==> src/rtl/sd_clock_gen_if.sv <==
// Control and status bundle between the SD controller and its clock generator.
// The controller side is the master; the generator side is the slave.
interface sd_clock_gen_if #(
   parameter int DIV_W = 8
);
   logic [DIV_W-1:0] DIVIDER;      // requested half-period minus one
   logic             DIV_LOAD;     // one-cycle request to adopt DIVIDER
   logic             DIV_ACK;      // one-cycle pulse when the new ratio takes effect
   logic             CLK_EN;       // level: run the SD clock
   logic             CLK_STOPPED;  // SD clock parked low, generator idle
   logic             SD_CLK;       // divided clock
   logic             SD_RISE;      // SD_CLK has just risen
   logic             SD_FALL;      // SD_CLK has just fallen

   modport master (
      output DIVIDER, DIV_LOAD, CLK_EN,
      input  DIV_ACK, CLK_STOPPED, SD_CLK, SD_RISE, SD_FALL
   );

   modport slave (
      input  DIVIDER, DIV_LOAD, CLK_EN,
      output DIV_ACK, CLK_STOPPED, SD_CLK, SD_RISE, SD_FALL
   );
endinterface

==> src/rtl/sd_clock_gen.sv <==
// SD card clock generator: divides CLK by 2*(D+1) with a registered 50 % duty
// SD_CLK. Ratio changes land only on a falling edge (or while idle) and stops
// land only at the end of a full low phase, so no runt pulse is ever produced.
// SD_RISE/SD_FALL are CLK-domain strobes for the command and data paths.
module sd_clock_gen #(
   parameter int          DIV_W   = 8,
   parameter int unsigned RST_DIV = 124
) (
   input  logic            CLK,
   input  logic            RST,
   sd_clock_gen_if.slave   bus
);

   localparam logic [DIV_W-1:0] RST_DIV_V = DIV_W'(RST_DIV);

   typedef enum logic {IDLE, RUN} state_e;

   state_e           state,   state_nxt;
   logic [DIV_W-1:0] cnt,     cnt_nxt;
   logic [DIV_W-1:0] div_q,   div_q_nxt;
   logic [DIV_W-1:0] div_p,   div_p_nxt;
   logic             pend,    pend_nxt;
   logic             first,   first_nxt;    // first cycle of RUN after a start
   logic             sd_clk,  sd_clk_nxt;
   logic             rise,    rise_nxt;
   logic             fall,    fall_nxt;
   logic             ack,     ack_nxt;
   logic             stopped, stopped_nxt;

   logic [DIV_W-1:0] div_eff;
   logic             apply;

   // A load captured on the same edge that started the clock must already
   // govern the first low phase, so that phase compares against div_p.
   assign div_eff = (first && pend) ? div_p : div_q;

   // Next-state and output decode for the IDLE/RUN machine.
   always_comb begin
      // NOTE: every variable gets a default before any branch, so no path can infer a latch.
      state_nxt   = state;
      cnt_nxt     = cnt;
      div_q_nxt   = div_q;
      div_p_nxt   = div_p;
      pend_nxt    = pend;
      first_nxt   = 1'b0;
      sd_clk_nxt  = sd_clk;
      rise_nxt    = 1'b0;
      fall_nxt    = 1'b0;
      ack_nxt     = 1'b0;
      stopped_nxt = stopped;
      apply       = 1'b0;

      unique case (state)
         IDLE: begin
            sd_clk_nxt = 1'b0;
            cnt_nxt    = '0;
            if (pend) begin
               apply = 1'b1;
            end
            if (bus.CLK_EN) begin
               state_nxt   = RUN;
               stopped_nxt = 1'b0;
               first_nxt   = 1'b1;
            end
         end

         RUN: begin
            if (first && pend) begin
               apply = 1'b1;
            end
            if (cnt != div_eff) begin
               cnt_nxt = cnt + 1'b1;
            end else begin
               cnt_nxt = '0;
               if (sd_clk) begin
                  // End of a high phase: always completes, CLK_EN is ignored.
                  sd_clk_nxt = 1'b0;
                  fall_nxt   = 1'b1;
                  if (pend) begin
                     apply = 1'b1;
                  end
               end else if (bus.CLK_EN) begin
                  sd_clk_nxt = 1'b1;
                  rise_nxt   = 1'b1;
               end else begin
                  // Full low phase done and clock disabled: park low.
                  state_nxt   = IDLE;
                  stopped_nxt = 1'b1;
               end
            end
         end

         default: state_nxt = IDLE;
      endcase

      if (apply) begin
         div_q_nxt = div_p;
         pend_nxt  = 1'b0;
         ack_nxt   = 1'b1;
      end

      // A fresh request wins over a simultaneous apply: it stays pending.
      if (bus.DIV_LOAD) begin
         div_p_nxt = bus.DIVIDER;
         pend_nxt  = 1'b1;
      end
   end

   // State and output registers; every output comes straight from a flop.
   always_ff @(posedge CLK or negedge RST) begin
      if (!RST) begin
         state   <= IDLE;
         cnt     <= '0;
         div_q   <= RST_DIV_V;
         // NOTE: div_p is only read while pend is set, but resetting it keeps it X-free.
         div_p   <= '0;
         pend    <= 1'b0;
         first   <= 1'b0;
         sd_clk  <= 1'b0;
         rise    <= 1'b0;
         fall    <= 1'b0;
         ack     <= 1'b0;
         stopped <= 1'b1;
      end else begin
         // NOTE: non-blocking assignments so every flop samples pre-edge values.
         state   <= state_nxt;
         cnt     <= cnt_nxt;
         div_q   <= div_q_nxt;
         div_p   <= div_p_nxt;
         pend    <= pend_nxt;
         first   <= first_nxt;
         sd_clk  <= sd_clk_nxt;
         rise    <= rise_nxt;
         fall    <= fall_nxt;
         ack     <= ack_nxt;
         stopped <= stopped_nxt;
      end
   end

   assign bus.SD_CLK      = sd_clk;
   assign bus.SD_RISE     = rise;
   assign bus.SD_FALL     = fall;
   assign bus.DIV_ACK     = ack;
   assign bus.CLK_STOPPED = stopped;

endmodule

==> src/flat_wrapper.sv <==
// flat-port wrapper written by rule: the top's interface ports become plain ports
module sd_clock_gen_flat 
#(
   parameter int          DIV_W   = 8,
   parameter int unsigned RST_DIV = 124
)
  (CLK, RST, bus_DIVIDER, bus_DIV_LOAD, bus_CLK_EN, bus_DIV_ACK, bus_CLK_STOPPED, bus_SD_CLK, bus_SD_RISE, bus_SD_FALL);
  sd_clock_gen_if #(.DIV_W(DIV_W)) bus_i ();
  input  logic CLK;
  input  logic RST;
  input wire logic [$bits(bus_i.DIVIDER)-1:0] bus_DIVIDER;
  input wire logic [$bits(bus_i.DIV_LOAD)-1:0] bus_DIV_LOAD;
  input wire logic [$bits(bus_i.CLK_EN)-1:0] bus_CLK_EN;
  output wire logic [$bits(bus_i.DIV_ACK)-1:0] bus_DIV_ACK;
  output wire logic [$bits(bus_i.CLK_STOPPED)-1:0] bus_CLK_STOPPED;
  output wire logic [$bits(bus_i.SD_CLK)-1:0] bus_SD_CLK;
  output wire logic [$bits(bus_i.SD_RISE)-1:0] bus_SD_RISE;
  output wire logic [$bits(bus_i.SD_FALL)-1:0] bus_SD_FALL;
  assign bus_i.DIVIDER = bus_DIVIDER;
  assign bus_i.DIV_LOAD = bus_DIV_LOAD;
  assign bus_i.CLK_EN = bus_CLK_EN;
  assign bus_DIV_ACK = bus_i.DIV_ACK;
  assign bus_CLK_STOPPED = bus_i.CLK_STOPPED;
  assign bus_SD_CLK = bus_i.SD_CLK;
  assign bus_SD_RISE = bus_i.SD_RISE;
  assign bus_SD_FALL = bus_i.SD_FALL;
  sd_clock_gen #(.DIV_W(DIV_W), .RST_DIV(RST_DIV)) u_core (.CLK(CLK), .RST(RST), .bus(bus_i));
endmodule
==> config.mk <==
export PLATFORM = sky130hd
export DESIGN_NAME = sd_clock_gen_flat
export DESIGN_NICKNAME = d
export VERILOG_FILES = /design/src/rtl/sd_clock_gen_if.sv /design/src/rtl/sd_clock_gen.sv /design/src/flat_wrapper.sv
export SDC_FILE = /design/constraint.sdc
export NUM_CORES = 1
export LEC_CHECK = 0
export ABC_AREA = 0
export BUFFER_PORTS_ARGS = -buffer_cell sky130_fd_sc_hd__buf_2
export CAP_MARGIN = 20
export CORE_MARGIN = 4
export CORE_UTILIZATION = 57
export CTS_CLUSTER_DIAMETER = 60
export CTS_CLUSTER_SIZE = 28
export DETAILED_ROUTE_END_ITERATION = 16
export PLACE_DENSITY_LB_ADDON = 0.2
export SYNTH_ARGS = -nofsm -noshare
export SYNTH_HDL_FRONTEND = slang
export SYNTH_SLANG_ARGS = --single-unit
==> constraint.sdc <==
create_clock -name CLK -period 2.35 [get_ports CLK]
set_input_delay 0.235 -clock CLK [delete_from_list [all_inputs] [get_ports CLK]]
set_output_delay 0.235 -clock CLK [all_outputs]
set_load 0.02 [all_outputs]
==> summary.md <==
| Metric | Value |
|---|---|
| Status | `completed` |
| Dpl cells | `177` |
| Synth top area cells | `dfrtp_1 (42%), dfstp_2 (10%), mux2_4 (6.8%)` |
| Die area | `3590 sq um` |
| Number of H-tree levels | `2` |
| Multi-input gate area | `671 sq um` |
| FFs w/ async S/R, synth | `100%` |
| Synth cell count leaders | `dfrtp_1 (26), inv_1 (14), nor2_1 (9)` |
| CP Cell Sequence | `a222oi_1 > o2bb2ai_1 > o2111ai_4 > o21ai_4 > mux2_4` |
| Setup CP Type | `register to register` |
| Share of the synthesized area in the top cell type | `42.4%` |
| Initial Util | `60.9%` |
| Synthesized Nets | `145` |
| Placeable Area | `2520 sq um` |
| Sequential share of the synthesized area | `52.6%` |
| Top fanout value on the critical path | `9` |
| Largest net degree at the start of global routing | `33` |
| Synth cell types | `36` |
| Mapped Area | `1540 sq um` |
| Ports | `17` |
| Hold WS | `0.121 ns` |
| Syn. warnings | `0` |
| Syn_area_per_cell | `11.7 sq um` |
| Pwr dens | `1150 nW/um^2` |
| Mean routed wirelength per cell | `16.4 um` |
| Worst Tran Pin Value | `0.677 ns` |
| Final Wtd Congestion | `0.871` |
| DR vias | `1037` |
| Cells after Synth | `131` |
| # port buffers | `16` |
| RSZ-0062 raised after global routing | `false` |
| Final wirelength | `3.06 mm` |
| Crit-path leading delay family | `compound AO/OA/AOI/OAI gates` |
| Slowest stage cell, crit path | `dfrtp_1` |
| Rows | `18` |
| Number of clock sinks | `32` |
| Setup slack after layout | `0.211 ns` |
| Final period utilization | `91.0%` |
| Slew Limit Fails | `0` |
| CTS tree | `done` |
| Fraction of layout cells with a size suffix above 1 | `31.4%` |
| Pre-antenna DRT Iters | `4` |
| Worst VDD drop | `0.974 mV` |
| Post-synth top area cell | `dfrtp_1` |
| Detail Placement HPWL | `2.24 mm` |
| Slew HR | `54.9%` |
| Total power | `1.99 mW` |
| Clk root buf | `clkbuf_4` |
| Startpoint Class | `register` |
| Max cap viols | `0` |
| Buf/Inv on CP | `0` |
| Antenna violations before repair | `0` |
| Pre-CTS setup slack | `0.214 ns` |
| GRT Overall Usage | `20.3%` |
| Antenna Nets Post-Route | `0` |
| Endpoints failing hold | `0` |
| Clk_lat worst skew | `0.32 ns` |
| Final Non-Filler Cells | `186` |
| Post_cts resized | `0` |
| Post-CTS Hold Buffers | `1` |
| Setup crit end kind | `register` |
| Residual DRC | `0` |
| Leak | `0.824 nW` |
| Fmax | `0.467 GHz` |
| Vias in the first global route | `1044` |
| Antenna diodes | `0` |
| Fillers | `202` |
| Count leader, synth | `dfrtp_1` |
| Drt initial violations | `46` |
| Critical Path Max Stage Delay | `0.48 ns` |
| Final #Nets | `169` |
| Seq. cell area | `808 sq um` |
| Grt ovf | `0` |
| EDFF count, synth | `0` |
| Die X | `59.9 um` |
| Setup violations, final | `0` |
| Clk pin slew, worst setup/hold paths | `0.09 ns` |
| Vias/cell | `5.58` |
| CP arrival | `2.35 ns` |
| Setup Fix Bufs, Post-CTS | `0` |
| Num CTS Buffers | `5` |
| Hold WC Path Type | `primary input to register` |
| Die Height | `59.9 um` |
| Max Root-Sink Buffers | `2` |
| #FFs+latches synth | `32` |
| Area grow syn2layout | `12.4%` |
| Final setup skew | `0.00594 ns` |
| Total negative slack | `0 ns` |
| Post-layout min period | `2.14 ns` |
| Main synth FF type | `dfrtp_1` |
| WP data required | `2.56 ns` |
| Global-route wire length before repair | `5.13 mm` |
[worst min-delay path, delay by kind of cell]
family	cells	cell delay, ns
AO/OA/AOI/OAI	1	0.05
buffers and inverters	1	0.08
AND/OR/NAND/NOR	1	0.04
[cell families after synthesis]
| family | count (synthesis) | synth area share [%] |
|---|---|---|
| AO/OA/AOI/OAI | 25 | 13.7 |
| XOR/XNOR | 10 | 5.70 |
| adder cells (fa/ha/maj) | 2 | 1.63 |
| buffers and inverters | 15 | 3.67 |
| flip-flops | 32 | 52.6 |
| multiplexers | 14 | 11.7 |
| AND/OR/NAND/NOR | 33 | 10.9 |
[state kept, by name, indices dropped and copies added (netlist names)]
name and flops:
u_core.cnt 8, u_core.div_p 8, u_core.div_q 8, u_core.bus.CLK_STOPPED 1
u_core.bus.DIV_ACK 1, u_core.bus.SD_CLK 1, u_core.bus.SD_FALL 1, u_core.bus.SD_RISE 1
u_core.first 1, u_core.pend 1, u_core.state 1
[metal layers]
layer / GRT usage (%) / vias up / routed length (um)
li1: - / 506 / -
met2: 29.6 / 26 / 1420
met5: 0 / - / 0
met3: 6.91 / 2 / 148
met1: 27.4 / 503 / 1460
met4: 8.86 / 0 / 30
[cell type report]
cell class	count	share of cell area (%)
multi-input cells	84	38.9
clock buffers	8	3.41
repair buffers	18	5.66
flip-flops and latches	32	46.8
inverters	14	3.05
well taps	30	2.18
[cell usage in the layout, fill, tap and decap left out, drive strengths merged, types with 2 or more instances in the layout]
cell type   n
buf        17
mux2       11
dfrtp      26
a22oi       3
mux2i       3
clkbuf      8
xor2        5
nand3       6
nor2        9
ha          2
o22ai       3
and3        4
nor3        2
a21oi       3
inv        14
a41o        2
xnor2       5
dfstp       6
o21ai       6
nand2       8
[per-stage QoR]
stage / util, % / cell area, sq um
2_1_floorplan: - / 1540
3_3_place_gp: 65.7 / 1660
3_5_place_dp: 65.7 / 1660
4_1_cts: 68.4 / 1730
5_1_grt: 68.4 / 1730
6_report: 68.4 / 1730
[power breakdown]
group | internal [mW] | total [mW] | switching (mW)
Combinational | 0.374 | 0.730 | 0.356
Sequential | 0.751 | 0.940 | 0.189
Clock | 0.148 | 0.315 | 0.168
[worst paths after layout]
kind                       depth (start not counted)                           to                   startpoint  slack (ns)
max                                                5  u_core.div_q[7]$_DFFE_PN0P_      u_core.cnt[1]$_DFF_PN0_        0.21
min                                                3  u_core.div_p[5]$_DFFE_PN0P_               bus_DIVIDER[5]        0.12
max reg2reg                                        5  u_core.div_q[7]$_DFFE_PN0P_      u_core.cnt[1]$_DFF_PN0_        0.21
min reg2reg                                        2  u_core.div_q[3]$_DFFE_PN1P_  u_core.div_q[3]$_DFFE_PN1P_        0.52
max in group asynchronous                          2  u_core.div_p[6]$_DFFE_PN0P_                          RST        1.43
min in group asynchronous                          2      u_core.pend$_DFFE_PN0P_                          RST        0.48
(Power assumes the default switching activity.)
